<file path="src/rtl/life_pkg.sv">
// Shared definitions for the Game-of-Life step controller: default grid
// geometry, index widths, FSM state encoding and toroidal index helpers.
package life_pkg;

    localparam int COLS_DEFAULT  = 20;
    localparam int ROWS_DEFAULT  = 15;
    localparam int GEN_W_DEFAULT = 16;

    // Address widths are fixed by the display: x[9:5] and y[8:5].
    localparam int COL_W = 5;
    localparam int ROW_W = 4;

    typedef enum logic [1:0] {
        ST_IDLE = 2'd0,
        ST_SCAN = 2'd1,
        ST_HOLD = 2'd2,
        ST_SWAP = 2'd3
    } life_state_t;

    // Column to the left, wrapping column 0 to the last column.
    function automatic logic [COL_W-1:0] col_prev(input logic [COL_W-1:0] c, input int cols);
        return (c == '0) ? COL_W'(cols - 1) : c - COL_W'(1);
    endfunction

    // Column to the right, wrapping the last column to column 0.
    function automatic logic [COL_W-1:0] col_next(input logic [COL_W-1:0] c, input int cols);
        return (int'(c) == cols - 1) ? '0 : c + COL_W'(1);
    endfunction

    // Row above, wrapping row 0 to the last row.
    function automatic logic [ROW_W-1:0] row_prev(input logic [ROW_W-1:0] r, input int rows);
        return (r == '0) ? ROW_W'(rows - 1) : r - ROW_W'(1);
    endfunction

    // Row below, wrapping the last row to row 0.
    function automatic logic [ROW_W-1:0] row_next(input logic [ROW_W-1:0] r, input int rows);
        return (int'(r) == rows - 1) ? '0 : r + ROW_W'(1);
    endfunction

endpackage

</file>
<file path="src/rtl/life_cell_rule.sv">
// Conway B3/S23 rule for a single cell: counts the eight neighbour bits and
// decides whether the centre cell is alive in the next generation.
module life_cell_rule (
    input  logic [7:0] i_nbr,
    input  logic       i_centre,
    output logic       o_next
);

    logic [3:0] w_count;

    // Population count of the eight neighbours (max 8, fits in 4 bits).
    always_comb begin
        w_count = '0;
        for (int k = 0; k < 8; k++) begin
            w_count = w_count + 4'(i_nbr[k]);
        end
    end

    // Birth on exactly 3, survival on 2 or 3.
    assign o_next = (w_count == 4'd3) | (i_centre & (w_count == 4'd2));

endmodule

</file>
<file path="src/rtl/life_step_controller.sv">
// Game-of-Life grid owner. Evaluates one cell per clock into a shadow grid
// with toroidal wrap, then commits the whole generation on a frame tick so
// the display read port never sees a half-updated grid.
module life_step_controller
    import life_pkg::*;
#(
    parameter int COLS  = COLS_DEFAULT,
    parameter int ROWS  = ROWS_DEFAULT,
    parameter int GEN_W = GEN_W_DEFAULT
) (
    input  logic             clk,
    input  logic             reset,
    input  logic             frame_tick,
    input  logic             run,
    input  logic             step,
    input  logic             clear,
    input  logic             wr_en,
    input  logic [COL_W-1:0] wr_col,
    input  logic [ROW_W-1:0] wr_row,
    input  logic             wr_val,
    input  logic [COL_W-1:0] rd_col,
    input  logic [ROW_W-1:0] rd_row,
    output logic             rd_alive,
    output logic             busy,
    output logic [GEN_W-1:0] generation
);

    life_state_t r_state;
    life_state_t w_state_next;

    // Displayed generation and the shadow generation being built.
    logic [ROWS-1:0][COLS-1:0] r_cur;
    logic [ROWS-1:0][COLS-1:0] r_nxt;

    logic [COL_W-1:0] r_col;
    logic [ROW_W-1:0] r_row;
    logic [GEN_W-1:0] r_gen;

    logic w_trigger;
    logic w_wr_in_range;
    logic w_rd_in_range;
    logic w_last_col;
    logic w_last_cell;

    logic w_do_clear;
    logic w_do_write;
    logic w_do_start;
    logic w_do_eval;
    logic w_do_swap;

    logic [COL_W-1:0] w_col_l;
    logic [COL_W-1:0] w_col_r;
    logic [ROW_W-1:0] w_row_u;
    logic [ROW_W-1:0] w_row_d;
    logic [7:0]       w_nbr;
    logic             w_centre;
    logic             w_cell_next;

    // ------------------------------------------------------------------
    // Decodes shared by the FSM and the datapath
    // ------------------------------------------------------------------
    assign w_trigger     = step | (run & frame_tick);
    assign w_wr_in_range = (int'(wr_col) < COLS) && (int'(wr_row) < ROWS);
    assign w_rd_in_range = (int'(rd_col) < COLS) && (int'(rd_row) < ROWS);
    assign w_last_col    = (int'(r_col) == COLS - 1);
    assign w_last_cell   = w_last_col && (int'(r_row) == ROWS - 1);

    // ------------------------------------------------------------------
    // FSM
    // ------------------------------------------------------------------

    // State register.
    always_ff @(posedge clk) begin
        if (reset) begin
            r_state <= ST_IDLE;
        end else begin
            r_state <= w_state_next;
        end
    end

    // Next-state logic: a trigger only wins in IDLE when no clear/write competes.
    always_comb begin
        w_state_next = r_state;
        case (r_state)
            ST_IDLE: begin
                if (!clear && !wr_en && w_trigger) begin
                    w_state_next = ST_SCAN;
                end
            end
            ST_SCAN: begin
                if (w_last_cell) begin
                    w_state_next = ST_HOLD;
                end
            end
            ST_HOLD: begin
                if (frame_tick) begin
                    w_state_next = ST_SWAP;
                end
            end
            ST_SWAP: begin
                w_state_next = ST_IDLE;
            end
            default: begin
                w_state_next = ST_IDLE;
            end
        endcase
    end

    // Output/control decode from the current state and the IDLE priority chain.
    always_comb begin
        busy       = 1'b1;
        w_do_clear = 1'b0;
        w_do_write = 1'b0;
        w_do_start = 1'b0;
        w_do_eval  = 1'b0;
        w_do_swap  = 1'b0;
        case (r_state)
            ST_IDLE: begin
                busy       = 1'b0;
                w_do_clear = clear;
                // An out-of-range write still blocks a trigger; it just lands nowhere.
                w_do_write = !clear && wr_en && w_wr_in_range;
                w_do_start = !clear && !wr_en && w_trigger;
            end
            ST_SCAN: w_do_eval = 1'b1;
            ST_SWAP: w_do_swap = 1'b1;
            default: ;
        endcase
    end

    // ------------------------------------------------------------------
    // Neighbour gather and rule evaluation for the cell under the scan pointer
    // ------------------------------------------------------------------
    assign w_col_l = col_prev(r_col, COLS);
    assign w_col_r = col_next(r_col, COLS);
    assign w_row_u = row_prev(r_row, ROWS);
    assign w_row_d = row_next(r_row, ROWS);

    assign w_centre = r_cur[r_row][r_col];
    assign w_nbr = {r_cur[w_row_u][w_col_l], r_cur[w_row_u][r_col], r_cur[w_row_u][w_col_r],
                    r_cur[r_row][w_col_l],                          r_cur[r_row][w_col_r],
                    r_cur[w_row_d][w_col_l], r_cur[w_row_d][r_col], r_cur[w_row_d][w_col_r]};

    life_cell_rule u_rule (
        .i_nbr    (w_nbr),
        .i_centre (w_centre),
        .o_next   (w_cell_next)
    );

    // ------------------------------------------------------------------
    // Datapath
    // ------------------------------------------------------------------

    // Current grid: host clear/seed writes in IDLE, whole-grid commit in SWAP.
    always_ff @(posedge clk) begin
        if (reset) begin
            r_cur <= '0;
        end else if (w_do_clear) begin
            r_cur <= '0;
        end else if (w_do_write) begin
            r_cur[wr_row][wr_col] <= wr_val;
        end else if (w_do_swap) begin
            r_cur <= r_nxt;
        end
    end

    // Shadow grid: one evaluated cell written per SCAN cycle.
    always_ff @(posedge clk) begin
        if (reset) begin
            r_nxt <= '0;
        end else if (w_do_eval) begin
            r_nxt[r_row][r_col] <= w_cell_next;
        end
    end

    // Scan pointer: column innermost, wraps back to (0,0) after the last cell.
    always_ff @(posedge clk) begin
        if (reset) begin
            r_col <= '0;
            r_row <= '0;
        end else if (w_do_start) begin
            r_col <= '0;
            r_row <= '0;
        end else if (w_do_eval) begin
            r_col <= w_col_r;
            if (w_last_col) begin
                r_row <= w_row_d;
            end
        end
    end

    // Generation counter: counts commits, wraps naturally at 2^GEN_W.
    always_ff @(posedge clk) begin
        if (reset) begin
            r_gen <= '0;
        end else if (w_do_swap) begin
            r_gen <= r_gen + GEN_W'(1);
        end
    end

    assign generation = r_gen;
    assign rd_alive   = w_rd_in_range ? r_cur[rd_row][rd_col] : 1'b0;

endmodule

</file>
<file path="config.mk">
export PLATFORM = sky130hd
export DESIGN_NAME = life_step_controller
export DESIGN_NICKNAME = d
export VERILOG_FILES = /design/src/rtl/life_pkg.sv /design/src/rtl/life_cell_rule.sv /design/src/rtl/life_step_controller.sv
export SDC_FILE = /design/constraint.sdc
export NUM_CORES = 2
export LEC_CHECK = 0
export ABC_AREA = 0
export CAP_MARGIN = 40
export CORE_MARGIN = 10
export CORE_UTILIZATION = 65
export CTS_CLUSTER_SIZE = 28
export DETAILED_ROUTE_END_ITERATION = 10
export GPL_TIMING_DRIVEN = 0
export HOLD_SLACK_MARGIN = 0.05
export PLACE_DENSITY = 0.82
export SYNTH_ARGS = -nofsm -noshare
export SYNTH_HDL_FRONTEND = slang
export SYNTH_HIERARCHICAL = 1
export SYNTH_SLANG_ARGS = --single-unit
</file>
<file path="constraint.sdc">
create_clock -name clk -period 11.55 [get_ports clk]
set_clock_uncertainty 0.15 [all_clocks]
set_input_delay 2.31 -clock clk [delete_from_list [all_inputs] [get_ports clk]]
set_output_delay 2.31 -clock clk [all_outputs]
set_load 0.03 [all_outputs]
</file>
==> impl_results.md, run 1 <==
* Outcome: stopped before the end
* Fail Step: 5_1_grt
* Error that stopped the run: [ERROR GRT-0116] Global routing finished with congestion. Check the congestion regions in the DRC Viewer.
* Post-synth EDFFs at 0
* Distinct cells, synth at 85
* Global-route wire length before repair at 403000 microns
* Proportion of synthesized flip-flops having asynchronous set or reset at 0
* Post-cts repair resize count at 0
* Number of H-tree levels at 2
* HPWL Detailed at between 150000 and 200000 microns
* Synth top area cells: sky130_fd_sc_hd__dfxtp_1, sky130_fd_sc_hd__mux4_2, sky130_fd_sc_hd__o211ai_1
* Number of storage elements in the synthesis netlist at 627
* Weighted congestion reported at the end of routability-driven placement at ~1.4
* Top-Level Pins at 44
* Site Rows at 91
* Bufs on Longest Clock Path at 3
* Setup Buffers After CTS at 0
* PortBufs at 35
* Commonest cells in the synthesized netlist: sky130_fd_sc_hd__nand2_1, sky130_fd_sc_hd__dfxtp_1, sky130_fd_sc_hd__a21oi_1
* Tot GR Track Use at 0.750
* Leading cell type by number of instances after synthesis: sky130_fd_sc_hd__nand2_1
* Pre-CTS setup slack at 851 ps
* Via count of the first global-routing pass at 52700
* Post-synthesis instance area at 0.0409 sq mm
* Die Width at 271 microns
* Clock net sink count at 627
* Die Height at around 270 microns
* Initial standard-cell utilization of the core at 0.659
* Clk root buf: sky130_fd_sc_hd__clkbuf_16
* Area share of the largest cell type after synthesis at 0.307
* Syn. warnings at 6
* Overflow left after global routing at 241
* Number of buffers inserted during clock tree synthesis at between 60 and 70
* Share of synthesized area occupied by flip-flops and latches at 0.307
* Primary flip-flop cell chosen by synthesis mapping: sky130_fd_sc_hd__dfxtp_1
* CTS Hold Bufs at 0
* Net Count, Synth at 5291
* Maximum number of pins on one net before global-route repair at 17
* Largest area contributor in the netlist: sky130_fd_sc_hd__dfxtp_1
* Gate Count Post-Synth at 5243
* Average cell area after synthesis at about 8 sq um
* Placed cell count at 6225
kinds of logic after synthesis:
kind of cell,count (synthesis),share of synthesized area
AO/OA/AOI/OAI,1906,0.294
XOR/XNOR,16,0.00343
adder cells (fa/ha/maj),22,0.00747
buffers and inverters,654,0.0638
flip-flops,627,0.307
multiplexers,347,0.144
AND/OR/NAND/NOR,1671,0.181
metal layers:
metal,track usage,overflow
met4,0.694,102
met1,0.759,3
met3,0.650,8
met5,0.417,3
met2,0.871,125
metrics by stage:
step,hold slack (ps),area [sq um]
floorplan,299,40900
global placement,312,42300
detailed placement,319,43600
CTS,329,45800
==> run 2: changes to the inputs <==
CORE_UTILIZATION = 40   (was 65)
CTS_CLUSTER_SIZE = unset   (was 28)
HOLD_SLACK_MARGIN = unset   (was 0.05)
PLACE_DENSITY = unset   (was 0.82)
PLACE_DENSITY_LB_ADDON = 0.15   (was unset)
==> run 2 against run 1 <==
  * Synthesized cell count did not move
  * Synthesized area stayed put
  * The flow now finishes, with violations (design-rule violations, negative setup slack)
==> impl_results.md, run 2 <==
* Outcome: finished with violations
* Failing checks: design-rule violations, negative setup slack
* Tmin final at ~12000 ps
* Primary flip-flop cell chosen by synthesis mapping: sky130_fd_sc_hd__dfxtp_1
* Met3 GRT Util at 0.256
* RSZ-0062 raised after global routing: false
* Data required time of the worst path at 12020 ps
* Gate Count Post-Synth at 5243 (unchanged)
* Critical path start-end classification: flip-flop to flip-flop
* Clock net sink count at 627 (unchanged)
* Largest area contributor in the netlist: sky130_fd_sc_hd__dfxtp_1
* Pre-antenna DRT Iters at 11
* Post-layout total power at 6.10 mW
* Number of antenna violations at the first check in global routing at 32
* Placed cell count at 6804 (+9.3%)
* CP endpoint kind: flip-flop
* Power Internal at between 3 and 4 mW
* Placed instance area at 0.0448 sq mm (+2.7%)
* Initial standard-cell utilization of the core at 0.403 (-0.256)
* Relative slew margins at 0.197
* Area share of the largest cell type after synthesis at 0.307 (unchanged)
* Vias at 52500
* Worst stage delay on the critical path at 890 ps
* Weighted congestion reported at the end of routability-driven placement at 1.14 (-18%)
* Switching power as a share of total power at 0.368
* Startpoint type of the worst setup path: flip-flop
* Area growth syn-to-layout at 15.8%
* Most common cell after layout, fill and taps aside: sky130_fd_sc_hd__nand2_1
* Fraction of met1 tracks used by global routing at 0.589
* Detailed Route WL at about 310000 microns
* Bufs on Longest Clock Path at 3 (unchanged)
* Die Height at 340 microns (+25%)
* Number of cells on the worst reg-to-reg path at 32
* Peak fanout along the critical path at 10
* Net Count, Synth at 5291 (unchanged)
* PortBufs at 35 (unchanged)
* Setup Buffers After CTS at 0 (unchanged)
* Number of violations reported at the end of detailed-routing iteration 0 at 9912
* Clock power frac at 0.396
* Share of synthesized area occupied by flip-flops and latches at 0.307 (unchanged)
* Distinct cells, synth at 85 (unchanged)
* Reg power frac at 0.357
* Overflow left after global routing at 0
* Final Setup Violations at 78
* Power per standard cell area at 129 mW/mm^2
* Met2 layer usage reported by global route at 0.695
* Number of storage elements in the synthesis netlist at 627 (unchanged)
* Final Cell Area at about 0.047 sq mm
* Latest clock arrival within the worst-skew pair at 700 ps
* Average cell area after synthesis at 7.80 sq um (unchanged)
* Post-synthesis instance area at 0.0409 sq mm (unchanged)
* Share of the cycle needed by the critical path after routing at 1.01
* Core box area at 0.102 sq mm
* Site Rows at 117 (+29%)
* Most used cells in the layout excluding fill and tap cells: sky130_fd_sc_hd__nand2_1, sky130_fd_sc_hd__dfxtp_1, sky130_fd_sc_hd__clkbuf_1
* Slew at the pin closest to its max-slew limit at 1200 ps
* Syn. warnings at 6 (unchanged)
* Count of filler cells inserted in the layout at 10300
* Worst min-delay path category: flip-flop to flip-flop
* Global-route wire length before repair at between 400000 and 500000 microns
* Post-detailed-route count of antenna-violating nets at 0
* Routed WL per cell at 44.7 microns
* Total Die Area at 0.115 sq mm
* Synth top area cells: sky130_fd_sc_hd__dfxtp_1, sky130_fd_sc_hd__mux4_2, sky130_fd_sc_hd__o211ai_1
* Number of H-tree levels at 3 (+1)
* Via count of the first global-routing pass at between 40000 and 50000
* Number of max-slew violations in the final report at 0
* Fmax achieved at 0.0856 GHz
* Clk root buf: sky130_fd_sc_hd__clkbuf_16
* Peak supply drop at ~130 uV
* DR vias/cell at 7.53
* Static leakage at 14.1 nW
* Post-synth EDFFs at 0 (unchanged)
* Maximum number of pins on one net before global-route repair at 15
* Layout cell share with drive strength beyond 1 at 0.109
* WHS Path Cells at 2
* Commonest cells in the synthesized netlist: sky130_fd_sc_hd__nand2_1, sky130_fd_sc_hd__dfxtp_1, sky130_fd_sc_hd__a21oi_1
* Min setup slack post-route at -125 ps
* Leading cell type by number of instances after synthesis: sky130_fd_sc_hd__nand2_1
* Tot GR Track Use at 0.512
* CTS tree: yes
* P_sw at 2.25 mW
* Crit-path most repeated cell: sky130_fd_sc_hd__buf_2
* Number of remaining DRC errors at 9
* CTS clock-pin slew for the worst setup and hold paths at 60 ps
* Max-cap violations at 0
* Number of buffers inserted during clock tree synthesis at 73 (+20%)
* Post-cts repair resize count at 0 (unchanged)
* Net count, final at 5564
* Number of cells in the finished layout apart from fillers at 6967
* Die Width at 340 microns (+25%)
* Total Negative Setup Slacks at -2330 ps
* Arrival time reported for the critical path endpoint at between 10000 and 15000 ps
* CTS Hold Bufs at 0 (unchanged)
* Most used routing layer: met2
* Cell type of the slowest stage on the worst timing path: sky130_fd_sc_hd__a22oi_1
* Proportion of synthesized flip-flops having asynchronous set or reset at 0 (unchanged)
* Comb power frac at 0.247
* Top-Level Pins at 44 (unchanged)
* Hold Fails Final Rpt at 0
* HPWL Detailed at 243000 microns (+24%)
## run 2: metal layers
metal	vias up	wire length (microns)
met5	-	474
met4	28	35500
met3	1611	53000
met2	5441	118000
met1	25100	105000
li1	20300	-
## run 2: power by group through the flow
stage,Clock [mW],Combinational [mW],Sequential (mW)
after floorplan,0,0.748,2.22
after global placement,0,1.33,2.22
after detailed placement,0,1.39,2.22
after CTS,2.38,1.39,2.18
after global routing,2.47,1.50,2.18
final,2.42,1.51,2.18
## run 2: cell type report
class / count / area [sq um] / area share
Multi-Input combinational cell: 3962 / 25800 / 0.545
Sequential cell: 627 / 12600 / 0.265
Buffer: 613 / 2450 / 0.0518
Timing Repair Buffer: 198 / 2210 / 0.0467
Clock buffer: 102 / 2110 / 0.0445
Tap cell: 1368 / 1710 / 0.0361
Clock inverter: 21 / 284 / 0.00600
Inverter: 41 / 154 / 0.00325
Antenna cell: 35 / 87.6 / 0.00185
## run 2: cells by family after synthesis
group           after synthesis  share of synthesized area
compound gates             1906                      0.294
simple gates               1671                      0.181
fa+ha+maj                    22                    0.00747
xor+xnor                     16                    0.00343
buf+inv                     654                     0.0638
flops                       627                      0.307
mux                         347                      0.144
## run 2: critical path, delay by kind of cell (launching register included)
kind                       cells  cell delay, ps
and+or+nand+nor                4            1310
buffers and inverters         13            4370
adders and majority gates      6            2190
DFF                            1             350
AOI/OAI and AO/OA              9            3130
## run 2: worst paths after layout
kind                            from                 endpoint  slack (ps)
min reg2reg  r_nxt[282]$_SDFFE_PP0P_  r_nxt[282]$_SDFFE_PP0P_         330
max            r_row[1]$_SDFFE_PP0P_   r_nxt[30]$_SDFFE_PP0P_        -130
max reg2reg    r_row[1]$_SDFFE_PP0P_   r_nxt[30]$_SDFFE_PP0P_        -130
min          r_nxt[282]$_SDFFE_PP0P_  r_nxt[282]$_SDFFE_PP0P_         330
## run 2: metrics by stage
stage | hold WS [ps] | util | worst slack, ps
after CTS | 325 | 0.465 | 430
after global routing | 344 | 0.465 | 50.6
after detailed placement | 318 | 0.441 | 486
final | 328 | 0.466 | -125
after global placement | 308 | 0.423 | -1770
after floorplan | 299 | - | 4240
(Power assumes the default switching activity.)
